--- src/rtl/pipe_hazard_ctl_pkg.sv ---
`default_nettype none
// ============================================================================
// Module   : pipe_hazard_ctl_pkg
// Purpose  : Shared encodings for the hazard/forwarding controller:
//            forward-select codes and the multi-cycle unit FSM states.
// Revision : 1.0  initial release
// ============================================================================
package pipe_hazard_ctl_pkg;

  // Operand source selects driven to the decode-stage operand muxes
  localparam logic [1:0] FWD_RF  = 2'b00;  // register file
  localparam logic [1:0] FWD_EX  = 2'b01;  // EX-stage ALU result
  localparam logic [1:0] FWD_MEM = 2'b10;  // MEM-stage ALU result
  localparam logic [1:0] FWD_LD  = 2'b11;  // MEM-stage load data

  // Multi-cycle execution unit occupancy
  typedef enum logic [1:0] {
    IDLE  = 2'd0,
    BUSY  = 2'd1,
    DRAIN = 2'd2
  } mc_state_e;

  // Latency counter width; MC_LAT is limited to 2..15
  localparam int MC_CNT_W = 4;

endpackage : pipe_hazard_ctl_pkg
`default_nettype wire

--- src/rtl/pipe_hazard_ctl_fwd_sel.sv ---
`default_nettype none
// ============================================================================
// Module   : pipe_hazard_ctl_fwd_sel
// Purpose  : Per-operand forward select. Chooses the youngest non-load
//            producer; an EX-stage load is never a forward source because
//            its data does not exist yet (the top level stalls instead).
// Revision : 1.0  initial release
// ============================================================================
module pipe_hazard_ctl_fwd_sel
  import pipe_hazard_ctl_pkg::*;
#(
  parameter int RA_W = 5
) (
  input  logic            i_use,
  input  logic [RA_W-1:0] i_src,
  input  logic [RA_W-1:0] i_e_rn,
  input  logic            i_e_wreg,
  input  logic            i_e_m2reg,
  input  logic [RA_W-1:0] i_m_rn,
  input  logic            i_m_wreg,
  input  logic            i_m_m2reg,
  output logic [1:0]      o_fwd
);

  logic w_src_live;
  logic w_e_hit;
  logic w_m_hit;

  // r0 reads are constant zero, so they never take a forwarded value
  assign w_src_live = i_use & (i_src != '0);
  assign w_e_hit    = w_src_live & i_e_wreg & (i_src == i_e_rn);
  assign w_m_hit    = w_src_live & i_m_wreg & (i_src == i_m_rn);

  // Priority: EX ALU, then MEM ALU, then MEM load data, else register file
  always_comb begin
    o_fwd = FWD_RF;
    if (w_e_hit && !i_e_m2reg) begin
      o_fwd = FWD_EX;
    end else if (w_m_hit && !i_m_m2reg) begin
      o_fwd = FWD_MEM;
    end else if (w_m_hit && i_m_m2reg) begin
      o_fwd = FWD_LD;
    end
  end

endmodule : pipe_hazard_ctl_fwd_sel
`default_nettype wire

--- src/rtl/pipe_hazard_ctl.sv ---
`default_nettype none
// ============================================================================
// Module   : pipe_hazard_ctl
// Purpose  : Hazard and forwarding controller for the 5-stage pipeline.
//            Produces operand forward selects, load-use and multi-cycle
//            stalls, branch flushes, a mul/div occupancy scoreboard and a
//            saturating stall-cycle counter.
// Revision : 1.0  initial release
// ============================================================================
module pipe_hazard_ctl
  import pipe_hazard_ctl_pkg::*;
#(
  parameter int RA_W   = 5,
  parameter int MC_LAT = 4,   // 2..15
  parameter int CNT_W  = 16
) (
  input  logic             clock,
  input  logic             resetn,
  input  logic             id_valid,
  input  logic [RA_W-1:0]  id_rs,
  input  logic [RA_W-1:0]  id_rt,
  input  logic             id_use_rs,
  input  logic             id_use_rt,
  input  logic             id_mc,
  input  logic [RA_W-1:0]  id_rd,
  input  logic             id_br,
  input  logic [RA_W-1:0]  e_rn,
  input  logic             e_wreg,
  input  logic             e_m2reg,
  input  logic [RA_W-1:0]  m_rn,
  input  logic             m_wreg,
  input  logic             m_m2reg,
  output logic [1:0]       fwda,
  output logic [1:0]       fwdb,
  output logic             wpcir,
  output logic             bubble,
  output logic             flush_if,
  output logic             mc_busy,
  output logic             mc_wb,
  output logic [RA_W-1:0]  mc_wn,
  output logic [CNT_W-1:0] stall_cnt
);

  localparam logic [MC_CNT_W-1:0] C_CNT_LOAD = MC_CNT_W'(MC_LAT - 1);
  localparam logic [CNT_W-1:0]    C_CNT_MAX  = {CNT_W{1'b1}};

  mc_state_e             state_q, state_d;
  logic [MC_CNT_W-1:0]   cnt_q, cnt_d;
  logic [RA_W-1:0]       mc_wn_q, mc_wn_d;
  logic                  mc_busy_q, mc_busy_d;
  logic                  mc_wb_q, mc_wb_d;
  logic [CNT_W-1:0]      stall_cnt_q, stall_cnt_d;

  logic w_load_haz;
  logic w_mc_raw;
  logic w_mc_haz;
  logic w_stall;
  logic w_accept;

  pipe_hazard_ctl_fwd_sel #(.RA_W(RA_W)) u_fwd_a (
    .i_use     (id_use_rs),
    .i_src     (id_rs),
    .i_e_rn    (e_rn),
    .i_e_wreg  (e_wreg),
    .i_e_m2reg (e_m2reg),
    .i_m_rn    (m_rn),
    .i_m_wreg  (m_wreg),
    .i_m_m2reg (m_m2reg),
    .o_fwd     (fwda)
  );

  pipe_hazard_ctl_fwd_sel #(.RA_W(RA_W)) u_fwd_b (
    .i_use     (id_use_rt),
    .i_src     (id_rt),
    .i_e_rn    (e_rn),
    .i_e_wreg  (e_wreg),
    .i_e_m2reg (e_m2reg),
    .i_m_rn    (m_rn),
    .i_m_wreg  (m_wreg),
    .i_m_m2reg (m_m2reg),
    .o_fwd     (fwdb)
  );

  // Load in EX feeding a decode operand: data arrives one cycle too late
  assign w_load_haz = id_valid & e_wreg & e_m2reg & (e_rn != '0) &
                      ((id_use_rs & (id_rs == e_rn)) |
                       (id_use_rt & (id_rt == e_rn)));

  // Read of the pending mul/div destination (RAW) while the unit is occupied
  assign w_mc_raw = (mc_wn_q != '0) &
                    ((id_use_rs & (id_rs == mc_wn_q)) |
                     (id_use_rt & (id_rt == mc_wn_q)));

  // DRAIN still stalls: the regfile write happens in that same cycle
  assign w_mc_haz = id_valid & (state_q != IDLE) & (w_mc_raw | id_mc);

  assign w_stall  = w_load_haz | w_mc_haz;
  assign wpcir    = ~w_stall;
  assign bubble   = w_stall;
  // A stalled branch is held in decode and re-evaluated next cycle
  assign flush_if = id_br & ~w_stall;
  // Only IDLE can accept; stall here can only come from a load hazard
  assign w_accept = id_valid & id_mc & ~w_stall;

  assign mc_busy   = mc_busy_q;
  assign mc_wb     = mc_wb_q;
  assign mc_wn     = mc_wn_q;
  assign stall_cnt = stall_cnt_q;

  // Next-state for the mul/div scoreboard FSM, its registered outputs and the stall counter
  always_comb begin
    state_d     = state_q;
    cnt_d       = cnt_q;
    mc_wn_d     = mc_wn_q;
    mc_busy_d   = mc_busy_q;
    mc_wb_d     = 1'b0;
    stall_cnt_d = stall_cnt_q;

    case (state_q)
      IDLE: begin
        if (w_accept) begin
          state_d   = BUSY;
          cnt_d     = C_CNT_LOAD;
          mc_wn_d   = id_rd;
          mc_busy_d = 1'b1;
        end
      end
      BUSY: begin
        if (cnt_q == '0) begin
          state_d = DRAIN;
          mc_wb_d = 1'b1;
        end else begin
          cnt_d = cnt_q - 1'b1;
        end
      end
      DRAIN: begin
        state_d   = IDLE;
        mc_busy_d = 1'b0;
      end
      default: begin
        state_d   = IDLE;
        mc_busy_d = 1'b0;
      end
    endcase

    // Saturates rather than wrapping so long runs stay meaningful
    if (w_stall && (stall_cnt_q != C_CNT_MAX)) begin
      stall_cnt_d = stall_cnt_q + 1'b1;
    end
  end

  // State and output registers; async reset abandons any in-flight mul/div
  always_ff @(posedge clock or negedge resetn) begin
    if (!resetn) begin
      state_q     <= IDLE;
      cnt_q       <= '0;
      mc_wn_q     <= '0;
      mc_busy_q   <= 1'b0;
      mc_wb_q     <= 1'b0;
      stall_cnt_q <= '0;
    end else begin
      state_q     <= state_d;
      cnt_q       <= cnt_d;
      mc_wn_q     <= mc_wn_d;
      mc_busy_q   <= mc_busy_d;
      mc_wb_q     <= mc_wb_d;
      stall_cnt_q <= stall_cnt_d;
    end
  end

endmodule : pipe_hazard_ctl
`default_nettype wire
--- config.mk ---
export PLATFORM = sky130hd
export DESIGN_NAME = pipe_hazard_ctl
export DESIGN_NICKNAME = d
export VERILOG_FILES = /design/src/rtl/pipe_hazard_ctl_pkg.sv /design/src/rtl/pipe_hazard_ctl_fwd_sel.sv /design/src/rtl/pipe_hazard_ctl.sv
export SDC_FILE = /design/constraint.sdc
export NUM_CORES = 1
export LEC_CHECK = 0
export ABC_CLOCK_PERIOD_IN_PS = 2780
export BUFFER_PORTS_ARGS = -buffer_cell sky130_fd_sc_hd__buf_2
export CORE_MARGIN = 2
export CORE_UTILIZATION = 51
export CTS_CLUSTER_SIZE = 10
export DETAILED_ROUTE_END_ITERATION = 8
export GPL_ROUTABILITY_DRIVEN = 0
export PLACE_DENSITY = 0.83
export SYNTH_ARGS = -nofsm -noshare
export SYNTH_HDL_FRONTEND = slang
export SYNTH_HIERARCHICAL = 1
export SYNTH_SLANG_ARGS = --single-unit
--- constraint.sdc ---
create_clock -name clock -period 2.78 [get_ports clock]
set_input_delay 0.417 -clock clock [delete_from_list [all_inputs] [get_ports clock]]
set_output_delay 0.417 -clock clock [all_outputs]
set_load 0.005 [all_outputs]
## Yosys cells after proc, flatten, opt, wreduce, memory -nomap -nowiden

Cells that the tools add are included.
Widths: inputs -> output; s select.

| operators by class | value |
|---|---|
| add/subtract/negate cells | 2 |
| reduce and logical (&&, ||, !) cells | 21 |
| equal/unequal tests | 11 |
| bitwise gates (word level) | 30 |
| muxes and demuxes | 16 |

Operators with widths:

| kind | count |
|---|---|
| $eq 5x5->1 | 6 |
| $and 1x1->1 | 24 |
| $reduce_bool 5->1 | 4 |
| $add 16x1->16 const B | 1 |
| $mux 2 | 8 |
| $ne 16x16->1 const B | 1 |
| $mux 4 | 2 |
| $pmux 4 s2 | 1 |
| $logic_and 1x1->1 | 7 |
| $ne 2x2->1 const B | 3 |
| $reduce_and 2->1 | 3 |
| $logic_not 4->1 | 1 |
| $or 1x1->1 | 4 |
| $pmux 2 s2 | 1 |
| $reduce_bool 2->1 | 2 |
| $sub 4x1->4 const B | 1 |
| $mux 1 | 3 |
| $reduce_and 3->1 | 1 |
| $eq 2x1->1 const B | 1 |
| $logic_not 1->1 | 2 |
| $logic_not 2->1 | 1 |
| $not 1->1 | 2 |
| $pmux 1 s2 | 1 |

| storage, ports and cells | value |
|---|---|
| word-level logic and storage cells | 86 |
| input bits | 36 |
| output and inout port bits | 30 |
| register bits after elaboration | 29 |

## Longest topological paths before layout

Gate-level depths: netlist (run 1).

| logic depth | value |
|---|---|
| depth after elaboration | 11 |
| mapped depth | 7 |
| depth with buffers taken out | 6 |

## Modules after synthesis

Netlist (run 1), hierarchy kept.

Modules (own cells, without submodules):

| module | sequential area each (um^2) | cells each | instances | area an instance (um^2) |
|---|---|---|---|---|
| pipe_hazard_ctl | 725.7 | 167 | 1 | 1,722.9 |
| pipe_hazard_ctl_fwd_sel | 0.0 | 20 | 2 | 151.4 |

## Least setup slack after synthesis (run 1)

Ideal clock, no wire load.

| timing | value |
|---|---|
| kind | register to output |
| start | reg mc_wn_q[1] (netlist: mc_wn[1]) |
| end | out bubble |
| cell stages (with the launch flop) | 8 |
| data arrival time | 1.829 ns |
| required time | 2.363 ns |
| slack | 0.534 ns |
| path buffers | 1 |
| cells stage by stage | dfrtp_1 > or4_1 > nor2_2 > nor3_1 > o31ai_4 > buf_6 > and2_2 > inv_1 |

| between the ends | value |
|---|---|
| word-level cells in the longest chain between the ends | 7 |
| elaborated cells between the ends (all ways) | 10 |
| classes of those cells | eq/ne (2); bitwise (7); reduce/logical (1) |

Ends and longest elaborated chain:

| element | RTL line | RTL |
|---|---|---|
| start, declared | pipe_hazard_ctl.sv:49 | `logic [RA_W-1:0] mc_wn_q, mc_wn_d;` |
| start signal, assigned | pipe_hazard_ctl.sv:164 | `mc_wn_q <= mc_wn_d;` |
| $eq 5x5->1 (on tied branches) | pipe_hazard_ctl.sv:91, pipe_hazard_ctl.sv:92 |  |
| $and 1x1->1 (on tied branches) | pipe_hazard_ctl.sv:91, pipe_hazard_ctl.sv:92 |  |
| $or 1x1->1 | pipe_hazard_ctl.sv:91 | `((id_use_rs & (id_rs == mc_wn_q)) \|` |
| $and 1x1->1 (*) | pipe_hazard_ctl.sv:90 | `assign w_mc_raw = (mc_wn_q != '0) &` |
| $or 1x1->1 (*) | pipe_hazard_ctl.sv:95 | `assign w_mc_haz = id_valid & (state_q != IDLE) & (w_mc_raw \| id_mc);` |
| $and 1x1->1 (*) | pipe_hazard_ctl.sv:95 |  |
| $or 1x1->1 (*) | pipe_hazard_ctl.sv:97 | `assign w_stall = w_load_haz \| w_mc_haz;` |
| end, declared | pipe_hazard_ctl.sv:36 | `output logic bubble,` |

Every way passes the cells marked *; elsewhere a longest branch is shown, timed or not.

## Worst setup path after layout (run 1)

Ends and elaborated chain as after synthesis.

==> impl_table.tex, run 1 <==
\begin{tabular}{lr}
\hline
Metric & Value \\
\hline
\multicolumn{2}{l}{\textbf{Setup path}} \\
Startpoint class of the critical path & flop \\
Setup crit end kind & primary output \\
Family with the most delay on the worst path & simple AND/OR/NAND/NOR gates \\
Worst-path fanout max & 5 \\
Endpoint required time on the critical path & 2.36 ns \\
Slowest cell delay on critical path & 0.57 ns \\
Critical path type & reg2out \\
Buffer and inverter count on the worst path & 2 \\
Crit path arrival time & 2.12 ns \\
Critical path, cell by cell & or4\_1, nor2\_2, nor3\_1, o31ai\_4, and2\_2, inv\_1, buf\_2 \\
Crit-path slowest cell & or4\_1 \\
\multicolumn{2}{l}{\textbf{Timing}} \\
Setup repair after global routing missed its margin & false \\
Total count of max-transition violations in the final report & 0 \\
Relative max-transition margin & 57.6\% \\
Period utilization & roughly nine tenths \\
Final worst path period need & 2.54 ns \\
FMAX & 394 MHz \\
Number of failing hold endpoints at the final stage & 0 \\
Slew of the pin with the lowest slew margin & $\sim$0.62 ns \\
Skew final & 0.00596 ns \\
Summed negative setup slack over all endpoints & 0 ns \\
Final worst hold slack & 0.157 ns \\
Setup Viol. Count Final & 0 \\
\multicolumn{2}{l}{\textbf{Synthesis}} \\
Ys Warns & 6 \\
Number of nets in the synthesized netlist & 246 \\
Post-Synthesis Cells & 207 \\
Sequential cell area fraction in the yosys report & 35.8\% \\
Post-Syn Area per Cell & about 10 um2 \\
Area of the mapped netlist & 0.00203 mm2 \\
Number of synthesized register bits & 29 \\
Number of distinct library cells after synthesis & 40 \\
\multicolumn{2}{l}{\textbf{Run status}} \\
Result of the run & finished, final reports clean \\
\multicolumn{2}{l}{\textbf{Power}} \\
Leakage dissipation & 0.00115 uW \\
Power per unit of standard cell area & 668 mW/mm2 \\
Worst-case vdd ir drop & $\sim$430 uV \\
\multicolumn{2}{l}{\textbf{Placed design}} \\
Total instance count after detailed placement & $\sim$320 \\
Number of port buffers & 65 \\
Placement Cell Area & 0.00239 mm2 \\
Placed wire-length estimate & 3490 um \\
\multicolumn{2}{l}{\textbf{Drt}} \\
Vias & 1815 \\
First DRT Iteration DRCs & approximately 140 \\
DRC violation count after routing & 0 \\
Post-detailed-route count of antenna-violating nets & 0 \\
Per-cell via count in the routed design & 5.57 \\
Final wirelength & 4660 um \\
Avg WL per Cell & roughly 14 um \\
Detailed-router iteration count before antenna repair & 4 \\
\multicolumn{2}{l}{\textbf{Layout}} \\
Layout cell share with drive strength beyond 1 & between 30\% and 40\% \\
Cell area after layout & 0.00248 mm2 \\
Filler Cell Count & 303 \\
Ant. Diodes & 0 \\
Area Overhead vs Synth & 22.6\% \\
Final non-filler cell total & roughly 330 \\
Final-stage net count & 317 \\
\multicolumn{2}{l}{\textbf{Floorplanning}} \\
Core footprint & 0.00374 mm2 \\
Die area & between 0.004 and 0.005 mm2 \\
Starting density of the core & 54.1\% \\
Die boundary width & about 67 um \\
Number of placement rows & 22 \\
Die H & between 60 and 70 um \\
Number of placed I/O pins & 66 \\
\multicolumn{2}{l}{\textbf{CTS}} \\
CTS Hold Bufs & 0 \\
Deepest clock path buffer count & 2 \\
Postcts setup bufs & 1 \\
Insertion delay of the later-clocked pin in the worst-skew pair & 0.27 ns \\
TritonCTS Buffers & 5 \\
Total of cells resized after clock tree synthesis & 0 \\
CTS clock-pin slew for the worst setup and hold paths & 0.06 ns \\
Clock Root Buffer & clkbuf\_8 \\
CTS tree & yes \\
Clock net sink count & 29 \\
Count of H-tree levels built during CTS & 2 \\
\multicolumn{2}{l}{\textbf{GRT}} \\
Antenna violations before repair & 0 \\
Global Route met1 Usage & a little under a third \\
Global-route wire length before repair & approximately 7600 um \\
Met2 capacity usage during global routing & 34.9\% \\
Congestion Overflow GR & 0 \\
Maximum number of pins on one net before global-route repair & 30 \\
Vias in the first global route & between 1500 and 2000 \\
Met3 usage in global routing & 5.24\% \\
Routing layer with the top usage in global route & met2 \\
Overall global routing resource usage & 22.4\% \\
\multicolumn{2}{l}{\textbf{Min path}} \\
Path type of the worst min-delay path & in2async \\
\multicolumn{2}{l}{\textbf{Flow run}} \\
Count of max-cap constraint violations & 0 \\
\hline
\end{tabular}
## layout by cell type (no fill, tap or decap), types with 2 or more instances in the layout
master and instances:
clkbuf_8 6, ha_1 3, a211oi_1 5, buf_4 3, a21oi_1 5, inv_1 11
o21ai_0 3, nor2_2 3, buf_2 65, nand4b_1 2, nor3_1 6, nand3_1 7
xnor2_1 42, mux2_2 6, and3_1 3, or4_1 3, nand4_1 14, a21o_1 2
xor2_1 13, nor4_1 2, nor2_1 8, nand2_1 11, dfrtp_1 29, nor2b_1 3
a2111oi_0 8
## final timing paths
kind | cells after the start | startpoint | to | slack, ns
setup / recovery | 7 | mc_wn[1]$_DFFE_PN0P_ | bubble | 0.24
hold / removal | 1 | resetn | stall_cnt[4]$_DFFE_PN0P_ | 0.16
setup reg to reg | 8 | mc_wn[1]$_DFFE_PN0P_ | stall_cnt[1]$_DFFE_PN0P_ | 0.41
hold reg to reg | 1 | stall_cnt[15]$_DFFE_PN0P_ | stall_cnt[15]$_DFFE_PN0P_ | 0.49
max in group asynchronous | 1 | resetn | stall_cnt[14]$_DFFE_PN0P_ | 2.22
min in group clock | 2 | id_rd[3] | mc_wn[3]$_DFFE_PN0P_ | 0.38
## metrics by stage
stage	power (uW)	utilization [%]	worst slack, ns
after global routing	1780	66.3	0.115
final	1660	66.3	0.245
after detailed placement	1330	63.8	0.303
after CTS	1670	66.3	0.223
after global placement	1300	63.8	0.347
after floorplan	1090	-	0.534
## flip-flops by register name, summed over array words and instances, names as in the netlist
signal	flops
stall_cnt	16
mc_wn	5
cnt_q	4
state_q	2
mc_busy	1
mc_wb	1
## Yosys cell counts
cell type | n | area [um2]
a2111o_1 | 1 | 11.3
nand4_1 | 14 | 87.6
nor2b_1 | 3 | 18.8
o31ai_4 | 1 | 21.3
a221oi_1 | 1 | 8.76
o21a_1 | 1 | 7.51
clkbuf_1 | 1 | 3.75
o21ai_0 | 3 | 15.0
and3_2 | 1 | 7.51
nor2_2 | 3 | 18.8
a21oi_4 | 1 | 16.3
xor2_1 | 13 | 114
nand3_1 | 7 | 35.0
a22oi_1 | 1 | 7.51
nor4_1 | 2 | 12.5
nand2_1 | 11 | 41.3
a21oi_1 | 5 | 25.0
a31o_2 | 1 | 8.76
a2111oi_0 | 8 | 70.1
o22ai_1 | 1 | 6.26
nand4b_1 | 2 | 17.5
dfrtp_1 | 29 | 726
mux2_4 | 1 | 15.0
o211ai_1 | 1 | 7.51
mux2_2 | 6 | 67.6
clkbuf_8 | 1 | 13.8
inv_1 | 11 | 41.3
and3b_1 | 1 | 8.76
xnor2_1 | 42 | 368
ha_1 | 3 | 37.5
and3_1 | 3 | 18.8
or4_1 | 3 | 22.5
nor2_1 | 8 | 30.0
nand2b_1 | 1 | 6.26
nor3_1 | 6 | 30.0
buf_6 | 1 | 11.3
a21o_1 | 2 | 15.0
and2_2 | 1 | 7.51
a211oi_1 | 5 | 37.5
clkbuf_4 | 1 | 7.51
## cells by family (layout without fill, tap and decap cells)
group / count (synthesis) / after routing / share of synthesized area, %
XOR/XNOR: 55 / 55 / 23.8
buffers and inverters: 15 / 86 / 3.83
AND/OR/NAND/NOR: 66 / 66 / 17.9
flip-flops: 29 / 29 / 35.8
adder cells (fa/ha/maj): 3 / 3 / 1.85
multiplexers: 7 / 7 / 4.08
AO/OA/AOI/OAI: 32 / 32 / 12.7
## layout make-up
| cell class | count | area, um2 | share of cell area [%] |
|---|---|---|---|
| multi-input cells | 163 | 1220 | 49.2 |
| flip-flops and latches | 29 | 726 | 29.2 |
| repair buffers | 68 | 348 | 14.0 |
| clock buffers | 7 | 86.3 | 3.48 |
| well taps | 48 | 60.1 | 2.42 |
| inverters | 11 | 41.3 | 1.66 |
## power breakdown
group          internal (uW)  switching, uW  leakage [uW]
Sequential               543            148      0.000351
Combinational            337            294      0.000757
Clock                    196            141     0.0000443
Total                   1080            584       0.00115
## routing by layer
| layer | vias up | part of all wire [%] |
|---|---|---|
| met4 | 0 | 1.0 |
| li1 | 887 | - |
| met2 | 60 | 47 |
| met5 | - | 0 |
| met3 | 6 | 6.2 |
| met1 | 862 | 46 |
Note: power is estimated with default switching activity, not from simulation.
==> run 2, diff against run 1 <==
--- a/config.mk
+++ b/config.mk
@@ -9,10 +9,12 @@
 export BUFFER_PORTS_ARGS = -buffer_cell sky130_fd_sc_hd__buf_2
 export CORE_MARGIN = 2
 export CORE_UTILIZATION = 51
+export CTS_CLUSTER_DIAMETER = 50
 export CTS_CLUSTER_SIZE = 10
 export DETAILED_ROUTE_END_ITERATION = 8
 export GPL_ROUTABILITY_DRIVEN = 0
 export PLACE_DENSITY = 0.83
+export REMOVE_ABC_BUFFERS = 1
 export SYNTH_ARGS = -nofsm -noshare
 export SYNTH_HDL_FRONTEND = slang
 export SYNTH_HIERARCHICAL = 1
==> impl_table.tex, run 2 (synthesis gave the netlist of run 1 again) <==
\begin{tabular}{lr}
\hline
Metric & Value \\
\hline
\multicolumn{2}{l}{\textbf{Drt}} \\
Final wirelength & 4750 um (+1.9\%) \\
Avg WL per Cell & 14.6 um (+2.2\%) \\
First DRT Iteration DRCs & 107 (-22\%) \\
Vias & 1808 (-0.39\%) \\
Per-cell via count in the routed design & 5.56 (about the same) \\
DRC violation count after routing & 0 (unchanged) \\
Detailed-router iteration count before antenna repair & 4 (unchanged) \\
Post-detailed-route count of antenna-violating nets & 0 (unchanged) \\
\multicolumn{2}{l}{\textbf{Placed design}} \\
Placed wire-length estimate & 3560 um (+1.9\%) \\
Number of port buffers & 65 (unchanged) \\
\multicolumn{2}{l}{\textbf{Run status}} \\
Result of the run & finished, final reports clean \\
\multicolumn{2}{l}{\textbf{Setup path}} \\
R2R Setup Slk & 0.53 ns (+0.12 ns) \\
Critical path type & reg2out \\
Endpoint required time on the critical path & 2.36 ns (about the same) \\
Setup crit end kind & primary output \\
Worst-path fanout max & 17 (+12) \\
Crit path arrival time & 2.26 ns (+0.14 ns) \\
Startpoint class of the critical path & flop \\
\multicolumn{2}{l}{\textbf{Floorplanning}} \\
Die boundary width & 67.0 um (unchanged) \\
Die H & 67.0 um (unchanged) \\
Number of placement rows & 22 (unchanged) \\
Starting density of the core & 54.1\% (unchanged) \\
Core footprint & 0.00374 mm2 (unchanged) \\
Die area & 0.00449 mm2 (unchanged) \\
Number of placed I/O pins & 66 (unchanged) \\
\multicolumn{2}{l}{\textbf{Power}} \\
Clock network fraction of total power & 25.6\% (+5.3 points) \\
Proportion of power drawn by flip-flops and latches & 38.7\% (-3.0 points) \\
Switching power share of the total & 34.5\% (-0.74 points) \\
Int Power & 1170 uW (+8.9\%) \\
NetSw & 615 uW (+5.4\%) \\
Power per unit of standard cell area & 714 mW/mm2 (+6.9\%) \\
Worst-case vdd ir drop & 655 uV (+54\%) \\
Part of the power in combinational logic & 35.8\% (-2.2 points) \\
Total chip power & 1790 uW (+7.7\%) \\
Leakage dissipation & 0.00116 uW (+0.52\%) \\
\multicolumn{2}{l}{\textbf{Timing}} \\
Period utilization & 96.2\% (+5.0 points) \\
Final worst path period need & 2.67 ns (+0.138 ns) \\
Number of failing hold endpoints at the final stage & 0 (unchanged) \\
FMAX & 374 MHz (-5.2\%) \\
Slew of the pin with the lowest slew margin & 0.709 ns (+0.0891 ns) \\
Final worst hold slack & 0.138 ns (-0.0186 ns) \\
Setup repair after global routing missed its margin & false \\
Relative max-transition margin & 52.6\% (-5.0 points) \\
Total count of max-transition violations in the final report & 0 (unchanged) \\
Setup Viol. Count Final & 0 (unchanged) \\
Summed negative setup slack over all endpoints & 0 ns (unchanged) \\
Skew final & 0.00950 ns (+0.00354 ns) \\
\multicolumn{2}{l}{\textbf{CTS}} \\
Total of cells resized after clock tree synthesis & 0 (unchanged) \\
Insertion delay of the later-clocked pin in the worst-skew pair & 0.29 ns (+0.02 ns) \\
Clock Root Buffer & clkbuf\_8 \\
TritonCTS Buffers & 5 (unchanged) \\
Count of H-tree levels built during CTS & 2 (unchanged) \\
CTS tree & yes \\
CTS Hold Bufs & 0 (unchanged) \\
Deepest clock path buffer count & 2 (unchanged) \\
Postcts setup bufs & 0 (-1) \\
CTS clock-pin slew for the worst setup and hold paths & 0.06 ns (about the same) \\
Clock net sink count & 29 (unchanged) \\
\multicolumn{2}{l}{\textbf{Flow run}} \\
Count of max-cap constraint violations & 0 (unchanged) \\
\multicolumn{2}{l}{\textbf{Layout}} \\
Final-stage net count & 315 (-0.63\%) \\
Ant. Diodes & 0 (unchanged) \\
Most frequent standard cell in the layout excluding fill and tap cells & buf\_2 \\
Area Overhead vs Synth & 23.5\% \\
Largest register FFs & 16 (unchanged) \\
Filler Cell Count & 316 (+4.3\%) \\
Commonest non-fill, non-tap cells in the layout & buf\_2 (65), xnor2\_1 (42), dfrtp\_1 (29) \\
Layout cell share with drive strength beyond 1 & 31.8\% (-0.25 points) \\
\multicolumn{2}{l}{\textbf{GRT}} \\
Maximum number of pins on one net before global-route repair & 30 (unchanged) \\
Antenna violations before repair & 0 (unchanged) \\
Congestion Overflow GR & 0 (unchanged) \\
Vias in the first global route & 1662 (+3.4\%) \\
Overall global routing resource usage & 22.1\% (-0.22 points) \\
Global-route wire length before repair & 7580 um (+0.37\%) \\
\multicolumn{2}{l}{\textbf{Min path}} \\
Path type of the worst min-delay path & in2async \\
\hline
\end{tabular}
==> run 2: path summary, 6_finish.rpt <==
check                                          start                        end  depth (start not counted)
max                             mc_wn[1]$_DFFE_PN0P_                     bubble                          8
max reg2reg                     mc_wn[3]$_DFFE_PN0P_  stall_cnt[10]$_DFFE_PN0P_                          7
min in group clock                          id_rd[3]       mc_wn[3]$_DFFE_PN0P_                          2
min reg2reg                stall_cnt[15]$_DFFE_PN0P_  stall_cnt[15]$_DFFE_PN0P_                          1
max in group asynchronous                     resetn       mc_wn[3]$_DFFE_PN0P_                          1
min                                           resetn  stall_cnt[10]$_DFFE_PN0P_                          1
==> run 2: routing by layer <==
| layer | part of all wire, % | track usage (%) | vias to the layer above |
|---|---|---|---|
| met5 | 0 | 0 | - |
| met4 | 1.1 | 6.12 | 0 |
| met3 | 6.2 | 4.22 | 5 |
| met2 | 48 | 37.9 | 63 |
| met1 | 45 | 28.3 | 860 |
| li1 | - | - | 880 |
==> run 2: final cells by class <==
class	count	area (um2)	share of cell area [%]
inverter	11	41.3	1.65
sequential	29	726	29.0
multi-input combinational	163	1220	48.8
timing repair buffer	66	337	13.5
clock buffer	7	86.3	3.45
tap	48	60.1	2.40
clock inverter	1	30.0	1.20
==> run 2: power groups by stage <==
stage	Sequential [uW]	Combinational, uW	Clock (uW)
after floorplan	676	410	0
after global placement	690	611	0
after detailed placement	693	636	0
after CTS	688	643	463
after global routing	711	710	481
final	690	639	456
==> run 2: through the flow <==
step	setup WS, ns	instance area (um2)	util [%]	instances
after floorplan	0.446	1990	-	203
after global placement	0.431	2380	63.6	317
after detailed placement	0.291	2380	63.6	317
after CTS	0.0582	2500	66.7	325
after global routing	0.00645	2500	66.8	325
final	0.106	2500	66.8	325
==> run 2: critical path, stage by stage (launching register included) <==
cell	delay [ns]
dfrtp_1	0.43
or4_1	0.56
nor2_2	0.13
nor3_1	0.10
o31ai_4	0.23
buf_6	0.20
and2_2	0.17
inv_1	0.04
buf_2	0.11
